**src/rtl/clk1hz_timekeeper.sv**
```systemverilog
// Samples the divider's 1 Hz square wave in the clk12m domain and keeps 24-hour BCD HH:MM:SS time.
// Also provides a seconds strobe, a midnight strobe, load validation and a stalled-source watchdog.
module clk1hz_timekeeper #(
   parameter int unsigned SYNC_STAGES    = 2,
   parameter int unsigned TIMEOUT_CYCLES = 13_000_000
) (
   input  logic       clk12m,
   input  logic       reset,
   input  logic       clk1hz_in,
   input  logic       load,
   input  logic [7:0] load_hh,
   input  logic [7:0] load_mm,
   input  logic [7:0] load_ss,
   output logic [7:0] hh,
   output logic [7:0] mm,
   output logic [7:0] ss,
   output logic       sec_tick,
   output logic       day_wrap,
   output logic       load_err,
   output logic       tick_lost
);

   localparam int unsigned CntW = $clog2(TIMEOUT_CYCLES + 1);
   localparam logic [CntW-1:0] CntMax = CntW'(TIMEOUT_CYCLES);

   logic [SYNC_STAGES-1:0] sync_q;
   logic [SYNC_STAGES-1:0] vld_q;
   logic                   prev_q;
   logic                   armed_q;
   logic                   rise;
   logic [CntW-1:0]        wd_q;
   logic [CntW-1:0]        wd_d;
   logic [7:0]             hh_d;
   logic [7:0]             mm_d;
   logic [7:0]             ss_d;
   logic                   wrap_d;
   logic                   load_ok;

   function automatic logic digits_ok(input logic [7:0] v);
      return (v[7:4] <= 4'd9) && (v[3:0] <= 4'd9);
   endfunction

   function automatic logic [7:0] bcd_inc(input logic [7:0] v);
      if (v[3:0] == 4'd9) begin
         return {v[7:4] + 4'd1, 4'd0};
      end
      return {v[7:4], v[3:0] + 4'd1};
   endfunction

   // A tick needs a genuinely observed low first, so a line already high at reset release gives none.
   assign rise = armed_q & sync_q[SYNC_STAGES-1] & ~prev_q;

   always_comb begin
      load_ok = digits_ok(load_hh) && digits_ok(load_mm) && digits_ok(load_ss) &&
                (load_hh <= 8'h23) && (load_mm[7:4] <= 4'd5) && (load_ss[7:4] <= 4'd5);
   end

   always_comb begin
      hh_d   = hh;
      mm_d   = mm;
      ss_d   = ss;
      wrap_d = 1'b0;
      if (rise) begin
         if (ss != 8'h59) begin
            ss_d = bcd_inc(ss);
         end else begin
            ss_d = 8'h00;
            if (mm != 8'h59) begin
               mm_d = bcd_inc(mm);
            end else begin
               mm_d = 8'h00;
               if (hh == 8'h23) begin
                  hh_d   = 8'h00;
                  wrap_d = 1'b1;
               end else begin
                  hh_d = bcd_inc(hh);
               end
            end
         end
      end
      if (load && load_ok) begin
         hh_d   = load_hh;
         mm_d   = load_mm;
         ss_d   = load_ss;
         wrap_d = 1'b0;
      end
   end

   always_comb begin
      wd_d = wd_q;
      if (rise) begin
         wd_d = '0;
      end else if (wd_q != CntMax) begin
         wd_d = wd_q + CntW'(1);
      end
   end

   always_ff @(posedge clk12m or posedge reset) begin
      if (reset) begin
         sync_q    <= '0;
         vld_q     <= '0;
         prev_q    <= 1'b0;
         armed_q   <= 1'b0;
         wd_q      <= '0;
         hh        <= 8'h00;
         mm        <= 8'h00;
         ss        <= 8'h00;
         sec_tick  <= 1'b0;
         day_wrap  <= 1'b0;
         load_err  <= 1'b0;
         tick_lost <= 1'b0;
      end else begin
         sync_q   <= {sync_q[SYNC_STAGES-2:0], clk1hz_in};
         vld_q    <= {vld_q[SYNC_STAGES-2:0], 1'b1};
         prev_q   <= sync_q[SYNC_STAGES-1];
         armed_q  <= armed_q | (vld_q[SYNC_STAGES-1] & ~sync_q[SYNC_STAGES-1]);
         wd_q     <= wd_d;
         hh       <= hh_d;
         mm       <= mm_d;
         ss       <= ss_d;
         sec_tick <= rise;
         day_wrap <= wrap_d;
         load_err <= load & ~load_ok;
         if (rise) begin
            tick_lost <= 1'b0;
         end else if (wd_d == CntMax) begin
            tick_lost <= 1'b1;
         end
      end
   end

endmodule

```
**config.mk**
```make
export PLATFORM = sky130hd
export DESIGN_NAME = clk1hz_timekeeper
export DESIGN_NICKNAME = d
export VERILOG_FILES = /design/src/rtl/clk1hz_timekeeper.sv
export SDC_FILE = /design/constraint.sdc
export NUM_CORES = 1
export LEC_CHECK = 0
export BUFFER_PORTS_ARGS = -buffer_cell sky130_fd_sc_hd__buf_2
export CORE_MARGIN = 4
export CORE_UTILIZATION = 57
export CTS_BUF_LIST = sky130_fd_sc_hd__clkbuf_8 sky130_fd_sc_hd__clkbuf_16
export DETAILED_ROUTE_END_ITERATION = 10
export PLACE_DENSITY = 0.8
export RECOVER_POWER = 25
export SLEW_MARGIN = 20
export SYNTH_ARGS = -nofsm -noshare
export SYNTH_HDL_FRONTEND = slang
export SYNTH_SLANG_ARGS = --single-unit
```
**constraint.sdc**
```tcl
create_clock -name clk12m -period 3.1 [get_ports clk12m]
set_input_delay 0.775 -clock clk12m [delete_from_list [all_inputs] [get_ports clk12m]]
set_output_delay 0.775 -clock clk12m [all_outputs]
set_load 0.01 [all_outputs]
```
==> flow_summary.json, run 1 <==
{
  "outcome": "finished, final reports clean",
  "end_kind": "flip-flop",
  "synth_fp_nets": 416,
  "hold_class": "flip-flop to flip-flop",
  "tns_ns": 0,
  "ys_ff_latch": 58,
  "placed_area_sq_um": 3770,
  "finalClockSkew_ns": 0.00605,
  "numCtsBuffers": 9,
  "rows": 27,
  "post-place-ws_ns": 0.446,
  "grt_use_met3_pct": 4.95,
  "clock-sinks": 58,
  "wirelength_um": 7840,
  "clock.fmax_mhz": 396,
  "yosys_most_used_dff": "dfrtp_1",
  "fin_crit_sh_pct": 81.4,
  "htreeDepth": 3,
  "netlist_area_sq_um": 3410,
  "clkTransAtPathRegs_ns": 0.06,
  "synth_largest_area_cell": "dfrtp_1",
  "gp_congestion": 0.894,
  "drive_gt1_share_pct": 20.4,
  "grt_pass1_vias": 2897,
  "fin_crit_ns": 2.52,
  "die_h_um": 85.4,
  "antenna_found_initial": 0,
  "diodes": 0,
  "synthMuxAreaShare_pct": 3.70,
  "grt_overflow": 0,
  "peakVddDrop_uv": 403,
  "grt_util_met1_pct": 30.2,
  "avgViaCountPerCell": 6.00,
  "finalMaxSlewViolations": 0,
  "clockRootBuffer": "clkbuf_8",
  "startpoint_type": "flip-flop",
  "dieArea_sq_um": 7290,
  "async_reset_ff_share_pct": 100,
  "path_buf_inv": 0,
  "drv_cap": 0,
  "cpMaxStageDelayCell": "nor4_1",
  "cts_tree": "yes",
  "hpwl_um": 5740,
  "post_drt_wl_per_cell_um": 15.4,
  "syn_to_final_growth_pct": 16.9,
  "rsz0062_at_grt": "no",
  "postCtsResizedCells": 0,
  "drtIter0Drc": 158,
  "cp_top_family": "simple AND/OR/NAND/NOR gates",
  "cp.required_ns": 3.37,
  "fin_ws_ns": 0.577,
  "crit_arrival_ns": 2.79,
  "clock_latency_ns": 0.33,
  "grt_use_total_pct": 22.5,
  "synth_fa_ha_area_share_pct": 5.13,
  "drtPass1Iterations": 6,
  "synth_top_area_share_pct": 42.5,
  "initial_core_util_pct": 60.5,
  "p_per_area_nw_per_um2": 525,
  "ys_types": 56,
  "post-cts-setup-buffer-count": 0,
  "leakage_nw": 1.77,
  "busiest_layer": "met2",
  "grtUsageMet2_pct": 35.5,
  "worst-path-max-fanout": 8,
  "tightest_slew_ns": 1.38,
  "drt_drc_violations_left": 0,
  "port_buffers": 55,
  "slowest_delay_ns": 0.51,
  "synth_cells": 374,
  "synth-edff-count": 0,
  "hold_viol": 0,
  "nets": 474,
  "maxSlewHeadroom_pct": 7.98,
  "grt_max_degree": 38,
  "synth-compound-area-share_pct": 14.2,
  "ys_seq_area_share_pct": 42.5,
  "grt_pass1_wl_um": 13300,
  "vias": 3056,
  "fp.dieW_um": 85.4,
  "synth-simple-area-share_pct": 26.2,
  "synthXorXnorAreaFrac_pct": 4.36,
  "final_cell_area_sq_um": 3990,
  "ctsHoldBuffers": 0,
  "yosysWarnings": 0,
  "coreArea_sq_um": 5640,
  "synth_top_family_by_area": "simple AND/OR/NAND/NOR gates",
  "syn_area_per_cell_sq_um": 9.13,
  "clk_path_buf_depth": 2,
  "crit_path_cell_trace": "ha_1, nand4_1, nor4_1, nand3_1, xnor2_1, a2111oi_0, a32o_1",
  "worstSetupPathType": "flip-flop to flip-flop",
  "ios": 56,
  "finalSetupViolCount": 0,
  "drtAntennaViolNets": 0,
  "ys_top_cells_by_area": "dfrtp_1 43%, ha_1 5.1%, nand2_1 4.0%"
}
==> cell usage in the layout, fill, tap and decap left out, drive strengths merged, types with 2 or more instances in the layout <==
cell type / instances
and4: 5
inv: 16
a21oi: 22
nand3: 20
a22oi: 2
o21a: 2
dfrtp: 58
nand2: 36
nor2: 31
nand3b: 7
nor3b: 4
nand2b: 4
nor4b: 4
nor4: 8
a211o: 2
mux2: 5
clkbuf: 10
and2: 3
mux2i: 7
ha: 14
xor2: 10
or3: 7
buf: 63
nand4: 8
a21o: 3
o31ai: 3
o22ai: 2
bufinv: 2
nor3: 16
nor4bb: 3
o2bb2ai: 2
clkinv: 2
xnor2: 7
o21ai: 29
and3: 3
a211oi: 2
==> layer usage <==
metal | vias up | wire [um]
met1 | 1476 | 3560
met3 | 12 | 469
met5 | - | 0
met4 | 0 | 121
li1 | 1466 | -
met2 | 102 | 3690
==> path summary, 6_finish.rpt <==
check	to	slack (ns)	cells past startpoint	start
max reg2reg	tick_lost$_DFFE_PP0P_	0.58	7	wd_q[1]$_DFF_PP0_
max	tick_lost$_DFFE_PP0P_	0.58	7	wd_q[1]$_DFF_PP0_
max in group asynchronous	tick_lost$_DFFE_PP0P_	1.41	3	reset
min reg2reg	vld_q[1]$_DFF_PP0_	0.35	0	vld_q[0]$_DFF_PP0_
min in group asynchronous	sync_q[1]$_DFF_PP0_	0.83	2	reset
min	vld_q[1]$_DFF_PP0_	0.35	0	vld_q[0]$_DFF_PP0_
==> final cells by class <==
cell class,count,area (sq um)
fillers,434,1650
inverters,15,56.3
repair buffers,63,335
clock buffers,10,138
clock inverters,6,81.3
multi-input cells,285,1840
flip-flops and latches,58,1450
well taps,72,90.1
==> synth_stat cells, types with 3 or more instances <==
cell type / instances
nor4bb_1: 3
nor2_1: 31
buf_2: 4
xor2_1: 10
and4_1: 5
nor4b_1: 4
nand4_1: 7
nand2b_1: 4
mux2i_1: 7
nand3b_1: 6
inv_1: 14
mux2_1: 3
dfrtp_1: 58
nand3_1: 20
o21ai_0: 13
and3_1: 3
a21oi_1: 22
o21ai_1: 16
a21o_1: 3
nor3_1: 16
o31ai_1: 3
nand2_1: 36
nor4_1: 6
and2_1: 3
xnor2_1: 7
ha_1: 14
clkbuf_1: 11
nor3b_1: 4
or3_1: 5
==> sequential cells by signal (all words and copies together), names as in the netlist, 2 cells and up <==
register	cells
wd_q	24
sync_q	2
ss	8
hh	8
mm	8
vld_q	2
==> per-stage QoR <==
stage | power, mW | hold WS, ns | util, % | instances
final | 2.10 | 0.351 | 70.7 | 509
after global routing | 2.21 | 0.359 | 70.7 | 509
after CTS | 2.11 | 0.353 | 70.7 | 509
after detailed placement | 1.34 | 0.338 | 66.8 | 493
after global placement | 1.32 | 0.334 | 66.8 | 493
after floorplan | 1.20 | 0.331 | - | 374
==> logic make-up after synthesis <==
logic type / count (synthesis)
adder cells (fa/ha/maj): 14
multiplexers: 12
XOR/XNOR: 17
AND/OR/NAND/NOR: 162
flip-flops: 58
buffers and inverters: 31
other: 1
AO/OA/AOI/OAI: 79
==> power by group <==
| part | switching, mW | leakage, nW | internal (mW) |
|---|---|---|---|
| Combinational | 0.216 | 0.921 | 0.174 |
| Clock | 0.297 | 0.113 | 0.468 |
| Sequential | 0.114 | 0.734 | 0.826 |
(Power assumes the default switching activity.)
==> inputs of run 2 (changes only) <==
--- a/config.mk
+++ b/config.mk
@@ -7,10 +7,10 @@
 export LEC_CHECK = 0
 export BUFFER_PORTS_ARGS = -buffer_cell sky130_fd_sc_hd__buf_2
 export CORE_MARGIN = 4
-export CORE_UTILIZATION = 57
+export CORE_UTILIZATION = 51
 export CTS_BUF_LIST = sky130_fd_sc_hd__clkbuf_8 sky130_fd_sc_hd__clkbuf_16
 export DETAILED_ROUTE_END_ITERATION = 10
-export PLACE_DENSITY = 0.8
+export PLACE_DENSITY = 0.76
 export RECOVER_POWER = 25
 export SLEW_MARGIN = 20
 export SYNTH_ARGS = -nofsm -noshare
==> constraint.sdc (replaced) <==
create_clock -name clk12m -period 2.2 [get_ports clk12m]
set_input_delay 0.55 -clock clk12m [delete_from_list [all_inputs] [get_ports clk12m]]
set_output_delay 0.55 -clock clk12m [all_outputs]
set_load 0.01 [all_outputs]
==> flow_summary.json, run 2 (synthesis gave the netlist of run 1 again) <==
{
  "outcome": "finished, final reports clean",
  "avgViaCountPerCell": 5.84,
  "drtAntennaViolNets": 0,
  "nets": 510,
  "grt_use_total_pct": 21.5,
  "hold_viol": 0,
  "final_util_pct": 68.1,
  "clkTransAtPathRegs_ns": 0.07,
  "antenna_found_initial": 0,
  "fin_crit_sh_pct": 97.8,
  "fin_crit_ns": 2.15,
  "rows": 29,
  "p_per_area_nw_per_um2": 716,
  "grt_use_met3_pct": 3.59,
  "finalClockSkew_ns": 0.0122,
  "die_h_um": 89.8,
  "finalMaxSlewViolations": 0,
  "clk_path_buf_depth": 2,
  "wirelength_um": 8510,
  "final_cell_area_sq_um": 4380,
  "r2r-start": "wd_q[0]$_DFF_PP0_",
  "startpoint_type": "flip-flop",
  "tightest_slew_ns": 0.772,
  "placed_area_sq_um": 4080,
  "cts_tree": "yes",
  "worstSetupPathType": "flip-flop to flip-flop",
  "ctsHoldBuffers": 0,
  "r2r_end": "tick_lost$_DFFE_PP0P_",
  "finalSetupViolCount": 0,
  "port_buffers": 55,
  "grt_overflow": 0,
  "htreeDepth": 3,
  "r2r_cells": 8,
  "clock_latency_ns": 0.34,
  "layout_common_cells": "55 x dfrtp_1, 55 x buf_2, 42 x buf_4",
  "grt_pass1_vias": 3019,
  "hpwl_um": 6330,
  "busiest_layer": "met2",
  "dieArea_sq_um": 8070,
  "ios": 56,
  "grt_max_degree": 33,
  "vias": 3210,
  "drtPass1Iterations": 5,
  "numCtsBuffers": 9,
  "initial_core_util_pct": 53.1,
  "worst-path-max-fanout": 5,
  "crit_arrival_ns": 2.43,
  "grt_util_met1_pct": 30.3,
  "clockRootBuffer": "clkbuf_8",
  "coreArea_sq_um": 6420,
  "clock.fmax_mhz": 465,
  "largest_reg_flops": 24,
  "gp_congestion": 0.880,
  "regMostFlops": "wd_q",
  "leakage_nw": 1.96,
  "cp.required_ns": 2.48,
  "grtUsageMet2_pct": 33.4,
  "clock-sinks": 58,
  "drt_drc_violations_left": 0,
  "diodes": 0,
  "syn_to_final_growth_pct": 28.2,
  "drtIter0Drc": 268,
  "hold_class": "primary input to async pin",
  "fp.dieW_um": 89.8,
  "drv_cap": 0,
  "peakVddDrop_uv": 616,
  "grt_pass1_wl_um": 14400,
  "rrSetupSlack_ns": 0.05,
  "post_drt_wl_per_cell_um": 15.5,
  "drive_gt1_share_pct": 30.2,
  "maxSlewHeadroom_pct": 48.5,
  "end_kind": "flip-flop"
}
-- run 2: changes by cell type in the layout (fill, tap and decap cells not counted), sizes merged --
cell | before | now
clkinv | 2 | 3
buf | 63 | 98
clkbuf | 10 | 11
inv | 16 | 15
-- run 2: area by class of cell --
cell class,count,area (sq um)
Clock buffer,10,138
Multi-Input combinational cell,285,1930
Tap cell,77,96.3
Timing Repair Buffer,99,616
Sequential cell,58,1460
Fill cell,505,2050
Clock inverter,6,90.1
Inverter,15,56.3
-- run 2: what timing repair did --
| item | 4_1_cts | 5_1_grt |
|---|---|---|
| setup endpoints to repair | 0 | 4 |
| resized for setup | 0 | 16 |
| buffers inserted | 0 | 1 |
-- run 2: power by group --
part	leakage, nW	total [mW]	switching, mW	internal (mW)
clock network	0.112	1.13	0.456	0.670
registers	0.731	1.28	0.115	1.17
logic	1.11	0.726	0.396	0.331
total	1.96	3.14	0.967	2.17
-- run 2: critical path, stage by stage, from the launching register on --
cell	delay, ns
dfrtp_1	0.39
ha_1	0.22
buf_4	0.16
a21o_1	0.16
mux2_1	0.28
o21ai_0	0.23
nand4b_1	0.14
nor4_2	0.30
a32o_1	0.20
-- run 2: routing by layer --
metal / vias up / wire length, um
li1: 1539 / -
met2: 116 / 3940
met1: 1535 / 3880
met4: 0 / 165
met3: 20 / 516
met5: - / 0
-- run 2: how the worst max path moves through the flow --
stage                     cells after the start  slack [ns]                     to              start
after floorplan                               8      -0.008      hh[3]$_DFFE_PP0P_  ss[5]$_DFFE_PP0P_
after global placement                        7        0.05  tick_lost$_DFFE_PP0P_  wd_q[0]$_DFF_PP0_
after detailed placement                      8       0.002      hh[7]$_DFFE_PP0P_         load_hh[7]
after CTS                                     9        0.02  tick_lost$_DFFE_PP0P_  wd_q[0]$_DFF_PP0_
after global routing                          9       -0.03  tick_lost$_DFFE_PP0P_  wd_q[0]$_DFF_PP0_
final                                         8        0.05  tick_lost$_DFFE_PP0P_  wd_q[0]$_DFF_PP0_
-- run 2: per-stage QoR --
stage	setup WS, ns	power [mW]	std cells	TNS (ns)	hold WS, ns
after floorplan	-0.00828	1.71	374	-0.00828	0.331
final	0.0493	3.14	550	0	0.225
after CTS	0.0190	3.14	549	0	0.156
after global placement	0.0519	1.98	533	0	0.335
after global routing	-0.0308	3.29	550	-0.0556	0.263
after detailed placement	0.00195	2.01	533	0	0.340
==> inputs of run 3 (changes only) <==
--- a/config.mk
+++ b/config.mk
@@ -7,10 +7,10 @@
 export LEC_CHECK = 0
 export BUFFER_PORTS_ARGS = -buffer_cell sky130_fd_sc_hd__buf_2
 export CORE_MARGIN = 4
-export CORE_UTILIZATION = 51
+export CORE_UTILIZATION = 57
 export CTS_BUF_LIST = sky130_fd_sc_hd__clkbuf_8 sky130_fd_sc_hd__clkbuf_16
 export DETAILED_ROUTE_END_ITERATION = 10
-export PLACE_DENSITY = 0.76
+export PLACE_DENSITY = 0.8
 export RECOVER_POWER = 25
 export SLEW_MARGIN = 20
 export SYNTH_ARGS = -nofsm -noshare
==> constraint.sdc (replaced) <==
create_clock -name clk12m -period 2.1 [get_ports clk12m]
set_input_delay 0.525 -clock clk12m [delete_from_list [all_inputs] [get_ports clk12m]]
set_output_delay 0.525 -clock clk12m [all_outputs]
set_load 0.01 [all_outputs]
==> flow_summary.json, run 3 (synthesis gave the netlist of run 1 again) <==
{
  "outcome": "complete, but fails checks",
  "violations": "negative setup slack",
  "crit_arrival_ns": 2.47,
  "finalMaxSlewViolations": 0,
  "initial_core_util_pct": 60.5,
  "path_buf_inv": 0,
  "avgViaCountPerCell": 6.18,
  "end_kind": "flip-flop",
  "peakVddDrop_uv": 495,
  "port_buffers": 55,
  "fin_ws_ns": -0.0937,
  "clockRootBuffer": "clkbuf_8",
  "drive_gt1_share_pct": 34.9,
  "worstSetupPathType": "flip-flop to flip-flop",
  "cp.required_ns": 2.37,
  "htreeDepth": 3,
  "grt_pass1_vias": 3244,
  "hold_class": "primary input to flip-flop",
  "p_per_area_nw_per_um2": 703,
  "regMostFlops": "wd_q",
  "grt_overflow": 0,
  "diodes": 0,
  "grt_max_degree": 27,
  "grt_pass1_wl_um": 15200,
  "finalSetupViolCount": 3,
  "numCtsBuffers": 9,
  "clk_path_buf_depth": 2,
  "cp_top_family": "simple AND/OR/NAND/NOR gates",
  "post_drt_wl_per_cell_um": 17.5,
  "dieArea_sq_um": 7290,
  "hold_viol": 0,
  "gp_congestion": 0.922,
  "power.total_mw": 3.21,
  "clock-sinks": 58,
  "vias": 3472,
  "leakage_nw": 2.10,
  "maxSlewHeadroom_pct": 46.1,
  "antenna_found_initial": 0,
  "hpwl_um": 6500,
  "hold_slack_ns": 0.296,
  "fin_crit_ns": 2.19,
  "ios": 56,
  "fin_crit_sh_pct": 104,
  "syn_to_final_growth_pct": 33.8,
  "tns_ns": -0.180,
  "slowest_delay_ns": 0.54,
  "tightest_slew_ns": 0.807,
  "rsz0062_at_grt": "yes",
  "clock.fmax_mhz": 456,
  "finalClockSkew_ns": 0.00902,
  "drtAntennaViolNets": 0,
  "drv_cap": 0,
  "rows": 27,
  "clkTransAtPathRegs_ns": 0.06,
  "coreArea_sq_um": 5640,
  "crit_path_cell_trace": "nor4bb_1, nand3_1, o21ai_0, mux2i_1, a2111oi_2, a32o_1",
  "nets": 527,
  "fp.dieW_um": 85.4,
  "layout_common_cells": "57 x buf_4, 55 x dfrtp_1, 55 x buf_2",
  "grt_use_total_pct": 25.6,
  "cts_tree": "yes",
  "drtPass1Iterations": 6,
  "drt_drc_violations_left": 0,
  "drtIter0Drc": 326,
  "wirelength_um": 9860,
  "worst-path-max-fanout": 5,
  "die_h_um": 85.4,
  "final_common_cell": "buf_4",
  "largest_reg_flops": 24,
  "rrSetupSlack_ns": -0.09,
  "cpMaxStageDelayCell": "nor4bb_1",
  "clock_latency_ns": 0.34,
  "ctsHoldBuffers": 0,
  "startpoint_type": "flip-flop"
}
[run 3: per-layer routing]
layer,GRT usage [%],vias up,wire [um]
li1,-,1567,-
met2,42.0,201,4840
met3,4.56,39,749
met4,9.21,0,233
met5,0,-,0
met1,34.0,1665,4030
[run 3: worst paths after layout]
check | from | endpoint | depth (start not counted)
max | wd_q[18]$_DFF_PP0_ | tick_lost$_DFFE_PP0P_ | 6
min | clk1hz_in | sync_q[0]$_DFF_PP0_ | 1
max reg2reg | wd_q[18]$_DFF_PP0_ | tick_lost$_DFFE_PP0P_ | 6
min reg2reg | sync_q[0]$_DFF_PP0_ | sync_q[1]$_DFF_PP0_ | 0
max in group asynchronous | reset | wd_q[16]$_DFF_PP0_ | 4
min in group asynchronous | reset | mm[3]$_DFFE_PP0P_ | 2
[run 3: power by group]
group,leakage (nW),total [mW],internal [mW],switching [mW]
sequential,0.730,1.32,1.22,0.0966
clock,0.105,0.960,0.513,0.447
combinational,1.27,0.929,0.436,0.493
total,2.10,3.21,2.17,1.04
[run 3: layout make-up]
class | instances | area (sq um)
inverter | 15 | 56.3
clock inverter | 4 | 17.5
multi-input combinational | 285 | 2030
fill | 334 | 1080
sequential | 58 | 1460
timing repair buffer | 116 | 751
clock buffer | 12 | 165
tap | 72 | 90.1
[run 3: stage by stage]
step / cells / area, sq um / setup slack, ns / util (%)
after floorplan: 374 / 3440 / -0.108 / -
after global placement: 541 / 4180 / -0.0248 / 74.1
final: 562 / 4570 / -0.0937 / 80.9
after global routing: 562 / 4570 / -0.264 / 80.9
after detailed placement: 541 / 4180 / -0.0750 / 74.1
after CTS: 557 / 4400 / -0.0153 / 78.0
[run 3: what timing repair did]
item / CTS / global route
setup endpoints to repair: 3 / 7
pin swaps: 3 / 7
buffers inserted: 0 / 5
hold endpoints to repair: 0 / 0
gates resized for setup: 7 / 28
